**src/rtl/draw_sprites_pkg.sv**
```systemverilog
// Shared types for the sprite compositor: VGA bus layout and field macros.
// Build option: SPRITE_MIRROR_EN adds per-channel horizontal flip.
`ifndef VGA_MACROS_DEFINED
`define VGA_MACROS_DEFINED
`define VGA_BUS_SIZE 40
`define VGA_RGB_BITS 11:0
`define VGA_HBLNK_BITS 12
`define VGA_HS_BITS 13
`define VGA_HCOUNT_BITS 25:14
`define VGA_VBLNK_BITS 26
`define VGA_VS_BITS 27
`define VGA_VCOUNT_BITS 39:28
`define SPR_COORD_W 12
`define VGA_RGB_W 12
`endif

package draw_sprites_pkg;

    localparam int SPR_COORD_W = `SPR_COORD_W;
    localparam int RGB_W = `VGA_RGB_W;

    // Field order matches the bit ranges of the bus macros above.
    typedef struct packed {
        logic [11:0] vcount;
        logic        vsync;
        logic        vblnk;
        logic [11:0] hcount;
        logic        hsync;
        logic        hblnk;
        logic [11:0] rgb;
    } vga_t;

    localparam int VGA_BUS_SIZE = $bits(vga_t);

endpackage

```
**src/rtl/draw_sprites_if.sv**
```systemverilog
// VGA bus bundle; master drives the bus, slave consumes it.
interface draw_sprites_if;
    import draw_sprites_pkg::*;

    vga_t bus;

    modport master (output bus);
    modport slave (input bus);

endinterface

```
**src/rtl/draw_sprites_sprite_channel.sv**
```systemverilog
// One sprite channel: frame-latched shadow position, hit test, ROM address
// and the hit delay that lines up with the ROM data. Mirror: SPRITE_MIRROR_EN.
module sprite_channel
    import draw_sprites_pkg::*;
#(
    parameter int SPR_W  = 64,
    parameter int SPR_H  = 64,
    parameter int ADDR_W = 12
) (
    input  logic              clk,
    input  logic              rst,
    input  logic              latch,
    input  logic              blank,
    input  logic [11:0]       hcount,
    input  logic [11:0]       vcount,
    input  logic [11:0]       xpos,
    input  logic [11:0]       ypos,
    input  logic              en,
`ifdef SPRITE_MIRROR_EN
    input  logic              mirror,
`endif
    output logic              hit,
    output logic [ADDR_W-1:0] addr
);

    logic [11:0]       x_s;
    logic [11:0]       y_s;
    logic              en_s;
    logic              hit_q;
    logic              hit_now;
    logic [12:0]       x_lo;
    logic [12:0]       x_hi;
    logic [12:0]       y_lo;
    logic [12:0]       y_hi;
    logic [11:0]       dx;
    logic [11:0]       dy;
    logic [ADDR_W-1:0] col;
    logic [ADDR_W-1:0] addr_next;

`ifdef SPRITE_MIRROR_EN
    logic              mir_s;
`endif

    // 13-bit bounds so a sprite near 4095 clips instead of wrapping to 0.
    assign x_lo = {1'b0, x_s};
    assign y_lo = {1'b0, y_s};
    assign x_hi = x_lo + 13'(SPR_W - 1);
    assign y_hi = y_lo + 13'(SPR_H - 1);

    assign hit_now = en_s && !blank
        && ({1'b0, hcount} >= x_lo) && ({1'b0, hcount} <= x_hi)
        && ({1'b0, vcount} >= y_lo) && ({1'b0, vcount} <= y_hi);

    assign dx = hcount - x_s;
    assign dy = vcount - y_s;

`ifdef SPRITE_MIRROR_EN
    assign col = mir_s ? ADDR_W'(SPR_W - 1) - ADDR_W'(dx)
                       : ADDR_W'(dx);
`else
    assign col = ADDR_W'(dx);
`endif

    assign addr_next = ADDR_W'(dy) * ADDR_W'(SPR_W) + col;

    always_ff @(posedge clk or posedge rst) begin
        if (rst) begin
            x_s   <= '0;
            y_s   <= '0;
            en_s  <= 1'b0;
            hit_q <= 1'b0;
            hit   <= 1'b0;
            addr  <= '0;
`ifdef SPRITE_MIRROR_EN
            mir_s <= 1'b0;
`endif
        end else begin
            if (latch) begin
                x_s  <= xpos;
                y_s  <= ypos;
                en_s <= en;
`ifdef SPRITE_MIRROR_EN
                mir_s <= mirror;
`endif
            end
            hit_q <= hit_now;
            hit   <= hit_q;
            if (hit_now) begin
                addr <= addr_next;
            end
        end
    end

endmodule

```
**src/rtl/draw_sprites.sv**
```systemverilog
// Sprite compositor: NUM_SPRITES channels over the background bus, 3-cycle
// latency, lowest index wins. Optional SPRITE_MIRROR_EN adds the mirror port.
module draw_sprites
    import draw_sprites_pkg::*;
#(
    parameter int          NUM_SPRITES = 2,
    parameter int          SPR_W       = 64,
    parameter int          SPR_H       = 64,
    parameter int          ADDR_W      = 12,
    parameter logic [11:0] TRANSP_KEY  = 12'h000
) (
    input  logic                          pclk,
    input  logic                          rst,
    input  logic [12*NUM_SPRITES-1:0]     xpos,
    input  logic [12*NUM_SPRITES-1:0]     ypos,
    input  logic [NUM_SPRITES-1:0]        sprite_en,
`ifdef SPRITE_MIRROR_EN
    input  logic [NUM_SPRITES-1:0]        mirror,
`endif
    draw_sprites_if.slave                 vga_in,
    draw_sprites_if.master                vga_out,
    output logic [ADDR_W*NUM_SPRITES-1:0] pixel_addr,
    input  logic [12*NUM_SPRITES-1:0]     rgb_pixel
);

    vga_t                   bus_d1;
    vga_t                   bus_d2;
    vga_t                   mix;
    logic                   vblnk_q;
    logic                   latch;
    logic                   blank;
    logic [NUM_SPRITES-1:0] hit;

    assign latch = vga_in.bus.vblnk && !vblnk_q;
    assign blank = vga_in.bus.hblnk || vga_in.bus.vblnk;

    for (genvar g = 0; g < NUM_SPRITES; g++) begin : g_ch
        sprite_channel #(
            .SPR_W (SPR_W),
            .SPR_H (SPR_H),
            .ADDR_W(ADDR_W)
        ) u_ch (
            .clk   (pclk),
            .rst   (rst),
            .latch (latch),
            .blank (blank),
            .hcount(vga_in.bus.hcount),
            .vcount(vga_in.bus.vcount),
            .xpos  (xpos[12*g +: 12]),
            .ypos  (ypos[12*g +: 12]),
            .en    (sprite_en[g]),
`ifdef SPRITE_MIRROR_EN
            .mirror(mirror[g]),
`endif
            .hit   (hit[g]),
            .addr  (pixel_addr[ADDR_W*g +: ADDR_W])
        );
    end

    // Walk from the highest index down so the lowest opaque channel lands last.
    always_comb begin
        mix = bus_d2;
        for (int i = NUM_SPRITES - 1; i >= 0; i--) begin
            if (hit[i] && rgb_pixel[12*i +: 12] != TRANSP_KEY) begin
                mix.rgb = rgb_pixel[12*i +: 12];
            end
        end
    end

    always_ff @(posedge pclk or posedge rst) begin
        if (rst) begin
            vblnk_q     <= 1'b0;
            bus_d1      <= '0;
            bus_d2      <= '0;
            vga_out.bus <= '0;
        end else begin
            vblnk_q     <= vga_in.bus.vblnk;
            bus_d1      <= vga_in.bus;
            bus_d2      <= bus_d1;
            vga_out.bus <= mix;
        end
    end

endmodule

```
**src/flat_wrapper.sv**
```systemverilog
// flat-port wrapper written by rule: the top's interface ports become plain ports
module draw_sprites_flat import draw_sprites_pkg::*;
#(
    parameter int          NUM_SPRITES = 2,
    parameter int          SPR_W       = 64,
    parameter int          SPR_H       = 64,
    parameter int          ADDR_W      = 12,
    parameter logic [11:0] TRANSP_KEY  = 12'h000
)
  (pclk, rst, xpos, ypos, sprite_en, pixel_addr, rgb_pixel, vga_in_bus, vga_out_bus);
  draw_sprites_if vga_in_i ();
  draw_sprites_if vga_out_i ();
  input  logic pclk;
  input  logic rst;
  input  logic [12*NUM_SPRITES-1:0] xpos;
  input  logic [12*NUM_SPRITES-1:0] ypos;
  input  logic [NUM_SPRITES-1:0] sprite_en;
  output logic [ADDR_W*NUM_SPRITES-1:0] pixel_addr;
  input  logic [12*NUM_SPRITES-1:0] rgb_pixel;
  input wire logic [$bits(vga_in_i.bus)-1:0] vga_in_bus;
  output wire logic [$bits(vga_out_i.bus)-1:0] vga_out_bus;
  assign vga_in_i.bus = vga_in_bus;
  assign vga_out_bus = vga_out_i.bus;
  draw_sprites #(.NUM_SPRITES(NUM_SPRITES), .SPR_W(SPR_W), .SPR_H(SPR_H), .ADDR_W(ADDR_W), .TRANSP_KEY(TRANSP_KEY)) u_core (.pclk(pclk), .rst(rst), .xpos(xpos), .ypos(ypos), .sprite_en(sprite_en), .vga_in(vga_in_i), .vga_out(vga_out_i), .pixel_addr(pixel_addr), .rgb_pixel(rgb_pixel));
endmodule
```
**config.mk**
```make
export PLATFORM = sky130hd
export DESIGN_NAME = draw_sprites_flat
export DESIGN_NICKNAME = d
export VERILOG_FILES = /design/src/rtl/draw_sprites_pkg.sv /design/src/rtl/draw_sprites_if.sv /design/src/rtl/draw_sprites_sprite_channel.sv /design/src/rtl/draw_sprites.sv /design/src/flat_wrapper.sv
export SDC_FILE = /design/constraint.sdc
export NUM_CORES = 1
export LEC_CHECK = 0
export BUFFER_PORTS_ARGS = -buffer_cell sky130_fd_sc_hd__buf_2
export CAP_MARGIN = 10
export CORE_ASPECT_RATIO = 0.5
export CORE_MARGIN = 8
export CORE_UTILIZATION = 55
export DETAILED_ROUTE_END_ITERATION = 10
export PLACE_DENSITY_LB_ADDON = 0.2
export SLEW_MARGIN = 10
export SYNTH_ARGS = -nofsm -noshare
export SYNTH_HDL_FRONTEND = slang
export SYNTH_SLANG_ARGS = --single-unit
```
**constraint.sdc**
```tcl
create_clock -name pclk -period 15.2 [get_ports pclk]
set_input_delay 0 -clock pclk [delete_from_list [all_inputs] [get_ports pclk]]
set_output_delay 0 -clock pclk [all_outputs]
set_load 0.02 [all_outputs]
```
## Word-level counts from Yosys, hierarchy flattened

Index checks and enable logic that the tools add are counted.

| cells by class | value |
|---|---|
| $add $sub $neg | 10 |
| $lt $le $gt $ge | 8 |
| mux-type cells | 2 |
| reductions and logical operators | 18 |

Operators by type and width:

| kind | number |
|---|---|
| $add A12 B6 Y13 const B | 4 |
| $le A12 B13 Y1 | 4 |
| $ge A12 B12 Y1 | 4 |
| $add A12 B12 Y12 | 2 |
| $mux W12 | 2 |
| $reduce_bool A12 Y1 | 2 |
| $sub A12 B12 Y12 | 2 |
| $logic_and A1 B1 Y1 | 13 |
| $sub A6 B6 Y6 | 2 |
| $logic_not A1 Y1 | 2 |
| $logic_or A1 B1 Y1 | 1 |

| word-level totals | value |
|---|---|
| bits in registers | 198 |
| output and inout port bits | 64 |
| word-level logic and storage cells | 71 |

## Depth between registers and ports, before layout

| logic depth | value |
|---|---|
| depth after elaboration | 7 |
| gate-level depth with buffers | 15 |
| depth with buffers taken out | 14 |

## Modules after synthesis

From an unflattened synthesis, not the netlist that was laid out.

| second synthesis, totals | value |
|---|---|
| cell total of the unflattened synthesis | 975 |
| area total of the unflattened synthesis | 10905.5 um2 |

By module, submodules not included:

| module | times used | cells an instance | area each (um2) | sequential area each (um2) |
|---|---|---|---|---|
| sprite_channel at u_core.g_ch[0].u_ch | 1 | 392 | 3682.3 | 975.9 |
| sprite_channel at u_core.g_ch[1].u_ch | 1 | 395 | 3642.2 | 975.9 |
| draw_sprites | 1 | 188 | 3580.9 | 3002.9 |

## Least setup slack after synthesis

OpenSTA, ideal clock, no wires.

| path | value |
|---|---|
| path kind | register to register |
| start | reg u_core.g_ch[0].u_ch.y_s[1] |
| end | reg u_core.g_ch[0].u_ch.addr[0] |
| setup time | 125 ps |
| data arrival time | 2976 ps |
| required time | 15075 ps |
| path slack | 12099 ps |
| stages on the path, launching flop included | 16 |
| buffers on the path | 1 |
| period minus slack after synthesis | 3101 ps |
| cell sequence | dfrtp_1 inv_1 ha_1 nand3_2 nor3_2 nor2_1 xnor2_1 ha_1 a21o_1 a21oi_1 o211ai_1 nor2_1 a211oi_2 nor4_4 buf_8 mux2_4 |

| between the ends | value |
|---|---|
| cells in the longest elaborated chain, start to end | 3 |
| elaborated cells on any way between the ends | 5 |

RTL lines:

| what | RTL line | source |
|---|---|---|
| start: declaration | draw_sprites_sprite_channel.sv:27 | `logic [11:0] y_s;` |
| start signal: assignment | draw_sprites_sprite_channel.sv:80 | `y_s <= ypos;` |
| $add A12 B6 Y13 or $ge A12 B12 Y1 (tied branches) | draw_sprites_sprite_channel.sv:48, draw_sprites_sprite_channel.sv:52 |  |
| $le A12 B13 Y1 or $logic_and A1 B1 Y1 (tied branches) | draw_sprites_sprite_channel.sv:52 | `&& ({1'b0, vcount} >= y_lo) && ({1'b0, vcount} <= y_hi);` |
| $logic_and A1 B1 Y1 (*) | draw_sprites_sprite_channel.sv:52 |  |
| net u_core.g_ch[0].u_ch.hit_now | draw_sprites_sprite_channel.sv:30 | `logic hit_now;` |
| end signal: assignment | draw_sprites_sprite_channel.sv:89 | `addr <= addr_next;` |
| end: declaration | draw_sprites_sprite_channel.sv:23 | `output logic [ADDR_W-1:0] addr` |

Mark *: on every way through the listed nets, which the timed path passes. The rest lies on a longest branch.
A chain may end at the register's enable or synchronous reset.

## Worst setup path after layout

| path | value |
|---|---|
| start | reg u_core.g_ch[0].u_ch.x_s[1] |
| end | reg u_core.g_ch[0].u_ch.addr[9] |

| between the ends | value |
|---|---|
| cells in the longest elaborated chain, start to end | 5 |
| elaborated cells on any way between the ends | 9 |

RTL lines:

| what | RTL line | source |
|---|---|---|
| start: declaration | draw_sprites_sprite_channel.sv:26 | `logic [11:0] x_s;` |
| start signal: assignment | draw_sprites_sprite_channel.sv:79 | `x_s <= xpos;` |
| $add A12 B6 Y13 or $ge A12 B12 Y1 (tied branches) | draw_sprites_sprite_channel.sv:47, draw_sprites_sprite_channel.sv:51 |  |
| $le A12 B13 Y1 or $logic_and A1 B1 Y1 (tied branches) | draw_sprites_sprite_channel.sv:51 | `&& ({1'b0, hcount} >= x_lo) && ({1'b0, hcount} <= x_hi)` |
| $logic_and A1 B1 Y1 | draw_sprites_sprite_channel.sv:51 |  |
| $logic_and A1 B1 Y1 (2 in a row) | draw_sprites_sprite_channel.sv:52 |  |

Several ways; a longest one is shown, not always the timed one.

==> run metrics <==
Setup crit end kind register; most frequent cells in the layout dfrtp_1 (198), buf_2 (179), ha_1 (120); unique cell type count in the Yosys netlist 61; Setup Fix Bufs, Post-CTS 0; die width 211.3 microns; min Tclk post-route 4.044 ns; P_leak 6.369 nW; starting density of the core 0.5662; GRT Util Overall 0.2268; Pins Over Slew Limit 0; slowest stage cell, crit path nor4_4; layout cell share with drive strength beyond 1 0.2115; fill count 1313; outcome finished, final reports clean; CTS resizes 0; Worst Hold Class input pin to register; H-tree depth 4; Worst Tran Pin Value 1.095 ns; DRC Markers 0; Sequential cell area 4955 sq um; Met3 Wirelength 1.475 mm; total power 1.638 mW; most common cell after layout, fill and taps aside dfrtp_1; Main synth FF type dfrtp_1; sequential share of the synthesized area 0.4724; PwrDens 122.2 nW/um^2; DRT met1 WL 11.78 mm; Mapped Area 10490 sq um; dpl ws 11.21 ns; largest net degree at the start of global routing 124; CP peak stage delay 0.97 ns; critical path startpoint category register; critical path cell sequence inv_1 -> ha_1 -> nand3_1 -> nor3_2 -> nor3b_1 -> xnor2_1 -> ha_1 -> nand3_1 -> nor2_1 -> nand4_1 -> o31ai_4 -> a21oi_2 -> nor4_4 -> mux2_2; ant diodes 0; Tcrit/Tclk final 0.2660; DR top layer met4; CTS tree done; ys async rst share 1.000; wire length on met2 12.94 mm; Vias/cell 5.304; WS Path Type register to register; TritonCTS buffer count 17; area grow syn2layout 27.77%; initial antenna violation count 0; clock tree buffer depth 2; Clock Latency Late Sink 0.45 ns; RD Place Congestion 0.8897; vias in the first global route 8440; Max Clock Freq 0.2473 GHz; YS warnings 0; final WL 26.65 mm; Final ANT Viol Nets 0; Die Height 113.6 microns; clock sink count 198; first-pass GRT wire length 43.37 mm; Post-synth EDFFs 0; Setup Total Neg Slack 0 ns; # Max-Cap Violations 0; Multi-input gate area 5134 sq um; root buf cell clkbuf_16; fin nets 1491; WP buf/inv 1; RSZ-0062 raised after global routing false; Synth Instances 935; WP data arrival 4.38 ns; Syn Nets 1191; CP Data Required Time 15.53 ns; crit path max fanout 13; first-pass iteration count of the detailed router 5; row count 35; Hold Buf Count CTS 115; Synth Register Bits 198; Final Hold Fails 0; Slew HR 0.2645; Core Area 18520 sq um; full die area 24010 sq um; DPL Wire Length 19.01 mm; clk slew on worst S/H paths 0.08 ns; Remaining Overflow, GRT 0; Setup violations, final 0; DR iter-0 viols 580; port buffer count 179; Core Util, Final 0.7234; peak supply drop 88.99 uV; Setup WS post-layout 11.16 ns; Via Count 7993; CP top delay family simple AND/OR/NAND/NOR gates; syn_area_per_cell 11.22 sq um; num ports 180; WL/cell 17.68 microns; Final Skew 0.01302 ns
cell families (layout without fill, tap and decap cells):
| kind of cell | after synthesis | in the layout | share of synthesized area |
|---|---|---|---|
| simple gates | 209 | 209 | 0.1013 |
| flops | 198 | 198 | 0.4724 |
| compound gates | 183 | 183 | 0.1079 |
| fa+ha+maj | 140 | 140 | 0.1813 |
| buf+inv | 103 | 416 | 0.03877 |
| xor+xnor | 64 | 64 | 0.05345 |
| mux | 38 | 38 | 0.04486 |
Yosys cell counts (all sizes together), types with 4 or more instances:
| library cell | number | area [sq um] |
|---|---|---|
| mux2i | 14 | 140.1 |
| clkbuf | 12 | 45.04 |
| ha | 120 | 1501 |
| a21oi | 35 | 178.9 |
| dfrtp | 198 | 4955 |
| o21a | 6 | 45.04 |
| nor4 | 9 | 86.33 |
| o211ai | 6 | 45.04 |
| nand3 | 17 | 95.09 |
| buf | 4 | 35.02 |
| nor2b | 13 | 81.33 |
| nand2 | 88 | 330.3 |
| a21o | 9 | 67.56 |
| nand4 | 16 | 100.1 |
| o21ai | 89 | 445.4 |
| a2111oi | 4 | 53.80 |
| a211oi | 8 | 70.06 |
| a31oi | 6 | 37.54 |
| xnor2 | 61 | 534.3 |
| nor3 | 13 | 91.34 |
| nand2b | 9 | 56.30 |
| nor2 | 32 | 120.1 |
| mux2 | 24 | 330.3 |
| fa | 20 | 400.4 |
| and3 | 4 | 25.02 |
| inv | 87 | 326.6 |
layout make-up:
cell class	count	area share
well taps	259	0.02418
repair buffers	297	0.1544
clock inverters	15	0.01186
flip-flops and latches	198	0.3697
multi-input cells	634	0.3831
inverters	87	0.02493
clock buffers	17	0.03175
power breakdown:
group,switching (mW),internal (mW),leakage [nW]
clock,0.228,0.220,0.283
sequential,0.0349,0.585,2.38
combinational,0.313,0.258,3.71
metrics by stage:
stage | cell area (sq um) | hold WS (ns) | std cells
2_1_floorplan | 10490 | 0.03143 | 935
3_3_place_gp | 11660 | 0.1097 | 1360
3_5_place_dp | 11660 | 0.1094 | 1360
4_1_cts | 13400 | 0.1947 | 1507
5_1_grt | 13400 | 0.2025 | 1507
6_report | 13400 | 0.2104 | 1507
metal layers:
metal / up-vias / track usage
met1: 3892 / 0.2870
met3: 45 / 0.05064
met4: 0 / 0.06911
met5: - / 0
met2: 233 / 0.3863
li1: 3823 / -
registers in the layout (all words and copies together) (netlist names), 24 cells and up:
register               cells
u_core.g_ch.u_ch.x_s      24
u_core.vga_out.bus        40
u_core.bus_d2             40
u_core.bus_d1             40
u_core.g_ch.u_ch.y_s      24
u_core.g_ch.u_ch.addr     24
path summary, 6_finish.rpt:
check / start / endpoint / slack, ns / cells after the start
worst max-delay path: u_core.g_ch[0].u_ch.x_s[1] / u_core.g_ch[0].u_ch.addr[9] / 11.16 / 14
worst min-delay path: vga_in_bus[28] / u_core.bus_d1[28] / 0.21 / 2
worst max register to register: u_core.g_ch[0].u_ch.x_s[1] / u_core.g_ch[0].u_ch.addr[9] / 11.16 / 14
worst min register to register: u_core.bus_d1[17] / u_core.bus_d2[17] / 0.35 / 0
max in group asynchronous: rst / u_core.g_ch[1].u_ch.y_s[8] / 13.40 / 4
min in group asynchronous: rst / u_core.vga_out.bus[5] / 0.26 / 3
(Power assumes the default switching activity.)
